### config.mk
export PLATFORM = sky130hd
export DESIGN_NAME = data_mem_unit
export DESIGN_NICKNAME = d
export VERILOG_FILES = /design/src/rtl/data_mem_unit.sv
export SDC_FILE = /design/constraint.sdc
export NUM_CORES = 2
export LEC_CHECK = 0
export BUFFER_PORTS_ARGS = -buffer_cell sky130_fd_sc_hd__buf_2
export CAP_MARGIN = 30
export CORE_AREA = 2 2 431 433
export CTS_CLUSTER_SIZE = 16
export DETAILED_ROUTE_END_ITERATION = 6
export DIE_AREA = 0 0 433 435
export HOLD_SLACK_MARGIN = 0.06
export SLEW_MARGIN = 10
export SYNTH_ARGS = -nofsm -noshare
export SYNTH_HDL_FRONTEND = slang
export SYNTH_SLANG_ARGS = --single-unit
### constraint.sdc
create_clock -name clk -period 7.45 [get_ports clk]
set_input_delay 1.49 -clock clk [delete_from_list [all_inputs] [get_ports clk]]
set_output_delay 1.49 -clock clk [all_outputs]
set_load 0.01 [all_outputs]
### src/rtl/data_mem_unit.sv
// Byte-addressable data memory with sized, sign/zero-extending loads, a valid/ready request port,
// a one-cycle registered response with fault flags, and a hardware zero-fill sequence.
module data_mem_unit #(
    parameter int WIDTH  = 32,
    parameter int ADDR_W = 6
) (
    input  logic             clk,
    input  logic             rst,
    input  logic             clr,
    input  logic             req_valid,
    output logic             req_ready,
    input  logic             req_write,
    input  logic [1:0]       req_size,
    input  logic             req_signed,
    input  logic [WIDTH-1:0] req_addr,
    input  logic [WIDTH-1:0] req_wdata,
    output logic             rsp_valid,
    output logic [WIDTH-1:0] rsp_rdata,
    output logic             rsp_misalign,
    output logic             rsp_range
);

    localparam int NB    = WIDTH / 8;
    localparam int OFFS  = $clog2(NB);
    localparam int DEPTH = 2 ** ADDR_W;
    localparam int AW    = ADDR_W + OFFS;
    localparam logic [1:0] MAX_SIZE = 2'(OFFS);

    typedef enum logic {CLEAR, READY} state_t;

    state_t            state;
    logic [ADDR_W-1:0] clr_ptr;
    logic [WIDTH-1:0]  mem [DEPTH];

    // Keeps the low 8<<size bits of raw and fills the rest with the field MSB or zero.
    function automatic logic [WIDTH-1:0] load_extend(input logic [WIDTH-1:0] raw,
                                                     input logic [1:0]       size,
                                                     input logic             sgn);
        logic [WIDTH-1:0] fmask;
        logic [WIDTH-1:0] top;
        fmask = (WIDTH'(1) << (8'd8 << size)) - WIDTH'(1);
        top   = fmask & ~(fmask >> 1);
        if (sgn && |(raw & top))
            return raw | ~fmask;
        return raw & fmask;
    endfunction

    // Stage p0: request decode, fault checks and lane steering
    logic [OFFS-1:0]   off_p0;
    logic [ADDR_W-1:0] idx_p0;
    logic [OFFS-1:0]   align_mask_p0;
    logic              misalign_p0;
    logic              range_p0;
    logic              accept_p0;
    logic              store_p0;
    logic [3:0]        nbytes_p0;
    logic [NB-1:0]     bmask_p0;
    logic [WIDTH-1:0]  wmask_p0;
    logic [WIDTH-1:0]  wshift_p0;
    logic [WIDTH-1:0]  word_p0;
    logic [WIDTH-1:0]  load_p0;

    assign off_p0        = req_addr[OFFS-1:0];
    assign idx_p0        = req_addr[AW-1:OFFS];
    assign align_mask_p0 = OFFS'((4'd1 << req_size) - 4'd1);
    assign misalign_p0   = (req_size > MAX_SIZE) || ((off_p0 & align_mask_p0) != '0);
    // Any set bit above the array span is a fault, so high bits can never alias.
    assign range_p0      = |req_addr[WIDTH-1:AW];
    assign accept_p0     = req_valid && req_ready;
    assign store_p0      = accept_p0 && req_write && !misalign_p0 && !range_p0;

    assign nbytes_p0 = 4'd1 << req_size;
    assign bmask_p0  = ((NB'(1) << nbytes_p0) - NB'(1)) << off_p0;
    assign wshift_p0 = req_wdata << {off_p0, 3'b000};
    assign word_p0   = mem[idx_p0];
    assign load_p0   = load_extend(word_p0 >> {off_p0, 3'b000}, req_size, req_signed);

    for (genvar b = 0; b < NB; b++) begin : g_lane
        assign wmask_p0[8*b +: 8] = {8{bmask_p0[b]}};
    end

    // Stage p1: array update and registered response
    always_ff @(posedge clk) begin
        if (state == CLEAR)
            mem[clr_ptr] <= '0;
        else if (store_p0)
            mem[idx_p0] <= (word_p0 & ~wmask_p0) | (wshift_p0 & wmask_p0);
    end

    always_ff @(posedge clk or posedge rst) begin
        if (rst) begin
            state        <= CLEAR;
            clr_ptr      <= '0;
            req_ready    <= 1'b0;
            rsp_valid    <= 1'b0;
            rsp_rdata    <= '0;
            rsp_misalign <= 1'b0;
            rsp_range    <= 1'b0;
        end else begin
            rsp_valid <= accept_p0;
            if (accept_p0) begin
                rsp_misalign <= misalign_p0;
                rsp_range    <= !misalign_p0 && range_p0;
                rsp_rdata    <= (req_write || misalign_p0 || range_p0) ? '0 : load_p0;
            end
            case (state)
                CLEAR: begin
                    clr_ptr <= clr_ptr + 1'b1;
                    if (clr_ptr == ADDR_W'(DEPTH - 1)) begin
                        state     <= READY;
                        req_ready <= 1'b1;
                    end
                end
                READY: begin
                    // A request accepted alongside clr still completes above.
                    if (clr) begin
                        state     <= CLEAR;
                        clr_ptr   <= '0;
                        req_ready <= 1'b0;
                    end
                end
                default: begin
                    state     <= CLEAR;
                    clr_ptr   <= '0;
                    req_ready <= 1'b0;
                end
            endcase
        end
    end

endmodule

==> After elaboration in Yosys (flattened, before gate mapping) <==
Memory sizes are Yosys's and may differ from the RTL's.
Cells that the tools add are included.
{ "word_totals": {"register_bits": 43, "ramBits": 2048, "input_bits": 72, "out_inout_bits": 36, "word_cells": 70, "n_memories": 1} }
{ "mem_list": {"columns": ["memory", "words", "width", "read_ports", "rd_ports_with_merged_regs", "wr", "line", "rtl"], "rows": [
  ["mem", 64, 32, 1, 0, 1, "33", "logic [WIDTH-1:0] mem [DEPTH];"]
]} }
{ "classes": {"n_addsub": 4, "n_lt_le_gt_ge": 1, "n_eq_ne": 3, "shifts": 7, "mux": 19, "bitwise": 12, "reduce_logical": 16} }
{ "ops": {"columns": ["operator", "n"], "rows": [
  ["bitwise AND 32 bit", 5],
  ["two-way mux 32 bit", 4],
  ["inverter 32 bit", 2],
  ["bitwise OR 32 bit", 2],
  ["OR reduction 32 bit", 2],
  ["inverter 31 -> 32 bit", 1],
  ["<< shifter 1 x 8 -> 32 bit, first input constant", 1],
  ["<< shifter 32 x 5 -> 32 bit", 1],
  ["right shift 32 x 5 -> 32 bit", 1],
  ["subtractor 32 x 2 -> 32 bit, second input constant", 1],
  ["OR reduction 24 bit", 1],
  ["two-way mux 6 bit", 2],
  ["one-hot mux 6 bit (2 select lines)", 1],
  ["two-way mux 1 bit", 10],
  ["<< shifter 4 x 2 -> 8 bit, first input constant", 1],
  ["adder 6 x 1 -> 6 bit, second input constant", 1],
  ["equality test 6 bit, second input constant", 1],
  ["logical AND 1 bit", 6],
  ["one-hot mux 1 bit (2 select lines)", 2],
  ["<< shifter 1 x 2 -> 4 bit, first input constant", 1],
  ["<< shifter 1 x 4 -> 4 bit, first input constant", 1],
  ["<< shifter 4 x 2 -> 4 bit", 1],
  ["subtractor 4 x 2 -> 4 bit, second input constant", 1],
  ["logical OR 1 bit", 3],
  ["9 further kinds", 10]
]} }

==> Logic depth before layout (Yosys ltp) <==
{ "depth": {"word_depth": 13, "ltp_mapped": 16, "mapped_depth_nobuf": 9} }

==> Worst setup path after synthesis <==
OpenSTA, ideal clock, no wires.
{ "synth_timing": {"path_kind": "input port to flip-flop", "from": "in req_addr[3]", "to": "mem mem[0][11], data pin", "t_arrival_ns": 6.213, "t_required_ns": 6.729, "setup_slack_ns": 0.515, "cell_stages": 14, "path_buffers": 7, "cell_sequence": "buf_4 -> buf_6 -> buf_4 -> buf_4 -> buf_4 -> buf_4 -> buf_2 -> mux4_2 -> nand2_1 -> a32oi_1 -> nand2_1 -> a21oi_1 -> nor2_1 -> a211oi_1"} }
{ "synth_via": {"elab_chain_len": 4} }
{ "synth_rtl": {"columns": ["item", "line", "rtl"], "rows": [
  ["start, declared", "15", "input logic [WIDTH-1:0] req_addr,"],
  ["memory (64 x 32 bit)", null, null],
  ["bitwise AND 32 bit", "87", "mem[idx_p0] <= (word_p0 & ~wmask_p0) | (wshift_p0 & wmask_p0);"],
  ["bitwise OR 32 bit", "87", null],
  ["two-way mux 32 bit (no source line)", null, null],
  ["end, declared", "33", null]
]} }
No other way between the ends.

==> Worst setup path after layout <==
{ "layout_timing": {"from": "in req_addr[9]", "to": "mem mem[24][13] (enable)"} }
{ "layout_via": {"elab_chain_len": 8, "word_cells_on_any_way": 9} }
{ "layout_rtl": {"columns": ["item", "line", "rtl"], "rows": [
  ["OR reduction 24 bit *", "68", "assign range_p0 = |req_addr[WIDTH-1:AW];"],
  ["zero test 1 bit *", "70", "assign store_p0 = accept_p0 && req_write && !misalign_p0 && !range_p0;"],
  ["logical AND 1 bit *", "70", null],
  ["two-way mux 1 bit *", "86", "else if (store_p0)"],
  ["two-way mux 1 bit *", "84", "if (state == CLEAR)"],
  ["two-way mux 1 bit (not written as such) *", "87", null],
  ["OR reduction 32 bit (no source line)", null, null],
  ["two-way mux 6 bit (no source line) / two-way mux 1 bit (equally long branches)", null, null]
]} }
Every way passes the cells marked *; elsewhere a longest branch is shown, timed or not.

==> flow_metrics.env <==
export IMPL_synth_top_cells_by_area="edfxtp_1 (75%), mux4_2 (12%), mux2i_1 (4.1%), dfrtp_1 (1.3%), a22oi_1 (0.92%)"
export IMPL_design_final_nets=4343
export IMPL_synth_top_flop_cell="edfxtp_1"
export IMPL_drt_wirelength_per_cell_um=32.95
export IMPL_tritoncts="built"
export IMPL_estimated_wirelength_of_the_detail_placed_design_mm=143.7
export IMPL_vdd_drop_max_mv=0.2006
export IMPL_worst_r2r_cell_count=10
export IMPL_drt_iter0_drc=5289
export IMPL_cp_data_required_time_ns=7.94
export IMPL_layout_drive_gt1_share_pct=26.66
export IMPL_dp_cells=6539
export IMPL_power_density_cell_area_nw_per_um2=274.0
export IMPL_r2r_setup_slk_ns=2.67
export IMPL_ys_seq_elements=2091
export IMPL_ports=108
export IMPL_post_cts_hold_fix_bufs=0
export IMPL_setup_violations=0
export IMPL_clk_root_buffer_cell="clkbuf_16"
export IMPL_postCtsSetupBuffers=0
export IMPL_hold_path_class="reg -> reg"
export IMPL_die_area_um2=188400
export IMPL_first_global_vias=41630
export IMPL_ctsLongestPathBuffers=3
export IMPL_reg2reg_from="req_ready"
export IMPL_yosysWarnings=0
export IMPL_grt_usage_pct=24.25
export IMPL_vias_per_cell=6.083
export IMPL_synth_net_count=4047
export IMPL_synth_cell_types=60
export IMPL_timing_fmax_mhz=191.5
export IMPL_gp_routability_congestion=0.9586
export IMPL_drt_wl_total_mm=228.3
export IMPL_synth_largest_area_cell="edfxtp_1"
export IMPL_cellLeakagePower_uw=0.03333
export IMPL_worst_r2r_endpoint="mem[24][13]"
export IMPL_area_growth_syn_to_layout_pct=14.31
export IMPL_cts_h_tree_lvls=4
export IMPL_min_period_ns=5.221
export IMPL_register_area_um2=62580
export IMPL_fillerInstances=14530
export IMPL_register_clock_pin_slew_on_the_reported_worst_setup_and_hold_paths_ns=0.06
export IMPL_timing_max_cap_violations=0
export IMPL_final_min_period_over_clock_period_pct=70.08
export IMPL_fin_util_pct=50.97
export IMPL_synth_top_area_share_pct=74.93
export IMPL_synthArstFlopShare_pct=2.056
export IMPL_slew_headroom_pct=32.19
export IMPL_max_slew_worst_pin_slew_ns=1.008
export IMPL_floorplan_die_height_um=435
export IMPL_post_cts_resize_count=0
export IMPL_startpoint_type="primary input"
export IMPL_skew_ns=0.05748
export IMPL_tritoncts_num_buffers=203
export IMPL_insertion_delay_ns=0.83
export IMPL_die_x_um=433
export IMPL_multi_input_logic_area_um2=19090
export IMPL_drv_slew=0
export IMPL_syn_area_per_cell_um2=20.66
export IMPL_drcViolationCount=0
export IMPL_critical_path_class="in -> reg"
export IMPL_dr_total_vias=42150
export IMPL_number_of_synthesized_flops_with_an_enable_pin=2048
export IMPL_grt_overflow_total=0
export IMPL_total_power_uw=25710
export IMPL_syn_inst=3973
export IMPL_final_setup_tns_ns=0
export IMPL_grt_max_degree=65
export IMPL_crit_path_cell_trace="buf_2 -> nor4_1 -> nand4_1 -> or4b_4 -> o22ai_1 -> nand2_1 -> nor2_4 -> buf_4"
export IMPL_outcome="finished clean"
export IMPL_timing_critical_path_to_type="flop"
export IMPL_grt_antenna_before_repair=13
export IMPL_rsz_0062_raised_after_global_routing="no"
export IMPL_synth_seq_area_share_pct=76.24
export IMPL_io_buffer_count=107
export IMPL_critical_path_slowest_cell="or4b_4"
export IMPL_route_antenna_remaining_nets=0
export IMPL_finalHoldViolCount=0
export IMPL_post_synth_instance_area_um2=82070
export IMPL_worst_path_max_fanout=35
export IMPL_first_pass_iters=6
export IMPL_arrival_ns=5.71
export IMPL_hold_path_depth=1
export IMPL_timing_hold_worst_start="rsp_misalign"
export IMPL_grt_pass1_wl_mm=321.3
export IMPL_layoutNonFillerInstCount=6930
export IMPL_std_cell_rows=158
export IMPL_floorplan_initialDensity_pct=44.59
export IMPL_hold_path_end="rsp_misalign"
export IMPL_core_region_area_um2=184000
export IMPL_cts_sinks=2091
export IMPL_longest_individual_stage_delay_on_the_worst_path_ns=1.01
-- critical path: cells and delay by family --
kind / cells / cell delay (ns)
and+or+nand+nor: 5 / 3.19
buffers and inverters: 2 / 0.56
AOI/OAI and AO/OA: 1 / 0.41
-- state kept, by name, summed over array words and instances (netlist names) --
name          cells
mem            2048
rsp_rdata        32
clr_ptr           6
req_ready         1
rsp_misalign      1
rsp_range         1
rsp_valid         1
state             1
-- cell type report --
class / count / area share (%)
multi-input cells: 1643 / 20.34
inverters: 8 / 0.04001
well taps: 2480 / 3.307
flip-flops and latches: 2091 / 66.70
diodes: 5 / 0.01334
clock inverters: 124 / 1.127
repair buffers: 322 / 2.750
clock buffers: 257 / 5.720
-- report_power, final --
part	switching (uW)	leakage, uW	internal [uW]
registers	124	0.0220	13300
clock network	4380	0.00312	5590
logic	1640	0.00816	642
total	6150	0.0333	19600
-- kinds of logic (layout without fill, tap and decap cells) --
family | after synthesis | in the layout | synth area share (%)
muxes | 795 | 795 | 16.27
other | 1 | 6 | 0.004569
xor gates and xnor gates | 2 | 2 | 0.02135
and+or+nand+nor | 468 | 468 | 2.508
adders and majority gates | 2 | 2 | 0.03049
DFF | 2091 | 2091 | 76.24
AOI/OAI and AO/OA | 375 | 375 | 3.330
buffers and inverters | 239 | 711 | 1.590
-- per-layer routing --
| layer | vias up | GRT usage, % | part of all wire, % |
|---|---|---|---|
| met2 | 2020 | 37.88 | 47 |
| met5 | - | 0 | 0.0057 |
| met4 | 2 | 9.830 | 4.4 |
| met1 | 22520 | 33.59 | 40 |
| li1 | 17210 | - | - |
| met3 | 405 | 4.769 | 8.3 |
-- cell usage after synthesis, drive strengths merged (5+ instances only) --
| library cell | count |
|---|---|
| inv | 7 |
| buf | 151 |
| o2111ai | 8 |
| o32ai | 13 |
| o21ai | 26 |
| a22oi | 101 |
| or2 | 5 |
| a22o | 6 |
| nand2 | 194 |
| nand2b | 14 |
| nor2b | 16 |
| o22ai | 14 |
| a211oi | 41 |
| a222oi | 5 |
| nand3 | 43 |
| mux4 | 428 |
| mux2 | 33 |
| nand4 | 12 |
| nand3b | 5 |
| a221oi | 36 |
| a21oi | 57 |
| a31oi | 11 |
| and2 | 5 |
| nor4 | 14 |
| a211o | 6 |
| clkbuf | 80 |
| nor2 | 138 |
| a32oi | 17 |
| mux2i | 334 |
| edfxtp | 2048 |
| o21a | 6 |
| nor3 | 11 |
| o211ai | 9 |
| dfrtp | 43 |
-- layout by cell type (no fill, tap or decap), drive strengths merged, types with 16 or more instances in the layout --
cell / synthesis / layout
o21ai: 26 / 26
clkbuf: 80 / 257
clkinv: 1 / 89
dfrtp: 43 / 43
nor2: 138 / 138
mux4: 428 / 428
a22oi: 101 / 101
nand3: 43 / 43
a32oi: 17 / 17
mux2: 33 / 33
inv: 7 / 18
a221oi: 36 / 36
nand2: 194 / 194
edfxtp: 2048 / 2048
nor2b: 16 / 16
mux2i: 334 / 334
a211oi: 41 / 41
a21oi: 57 / 57
buf: 151 / 322
-- worst max path at each step --
stage,to,from,slack [ns],cells after the start
after floorplan,mem[0][11],req_addr[3],0.52,14
after global placement,mem[24][0],req_addr[21],1.48,8
after detailed placement,mem[7][5],req_addr[2],1.45,9
after CTS,mem[4][5],req_addr[2],2.34,9
after global routing,mem[4][5],req_addr[2],2.14,9
final,mem[24][13],req_addr[9],2.23,8
-- stage by stage --
stage / setup slack, ns / area, um^2 / hold slack [ns]
after floorplan: 0.5155 / 82070 / 0.5142
after global placement: 1.484 / 87090 / 0.4632
after detailed placement: 1.447 / 87290 / 0.4708
after CTS: 2.338 / 93710 / 0.4868
after global routing: 2.139 / 93810 / 0.4966
final: 2.229 / 93820 / 0.4908
No activity file was read; power rests on OpenSTA's default activity.
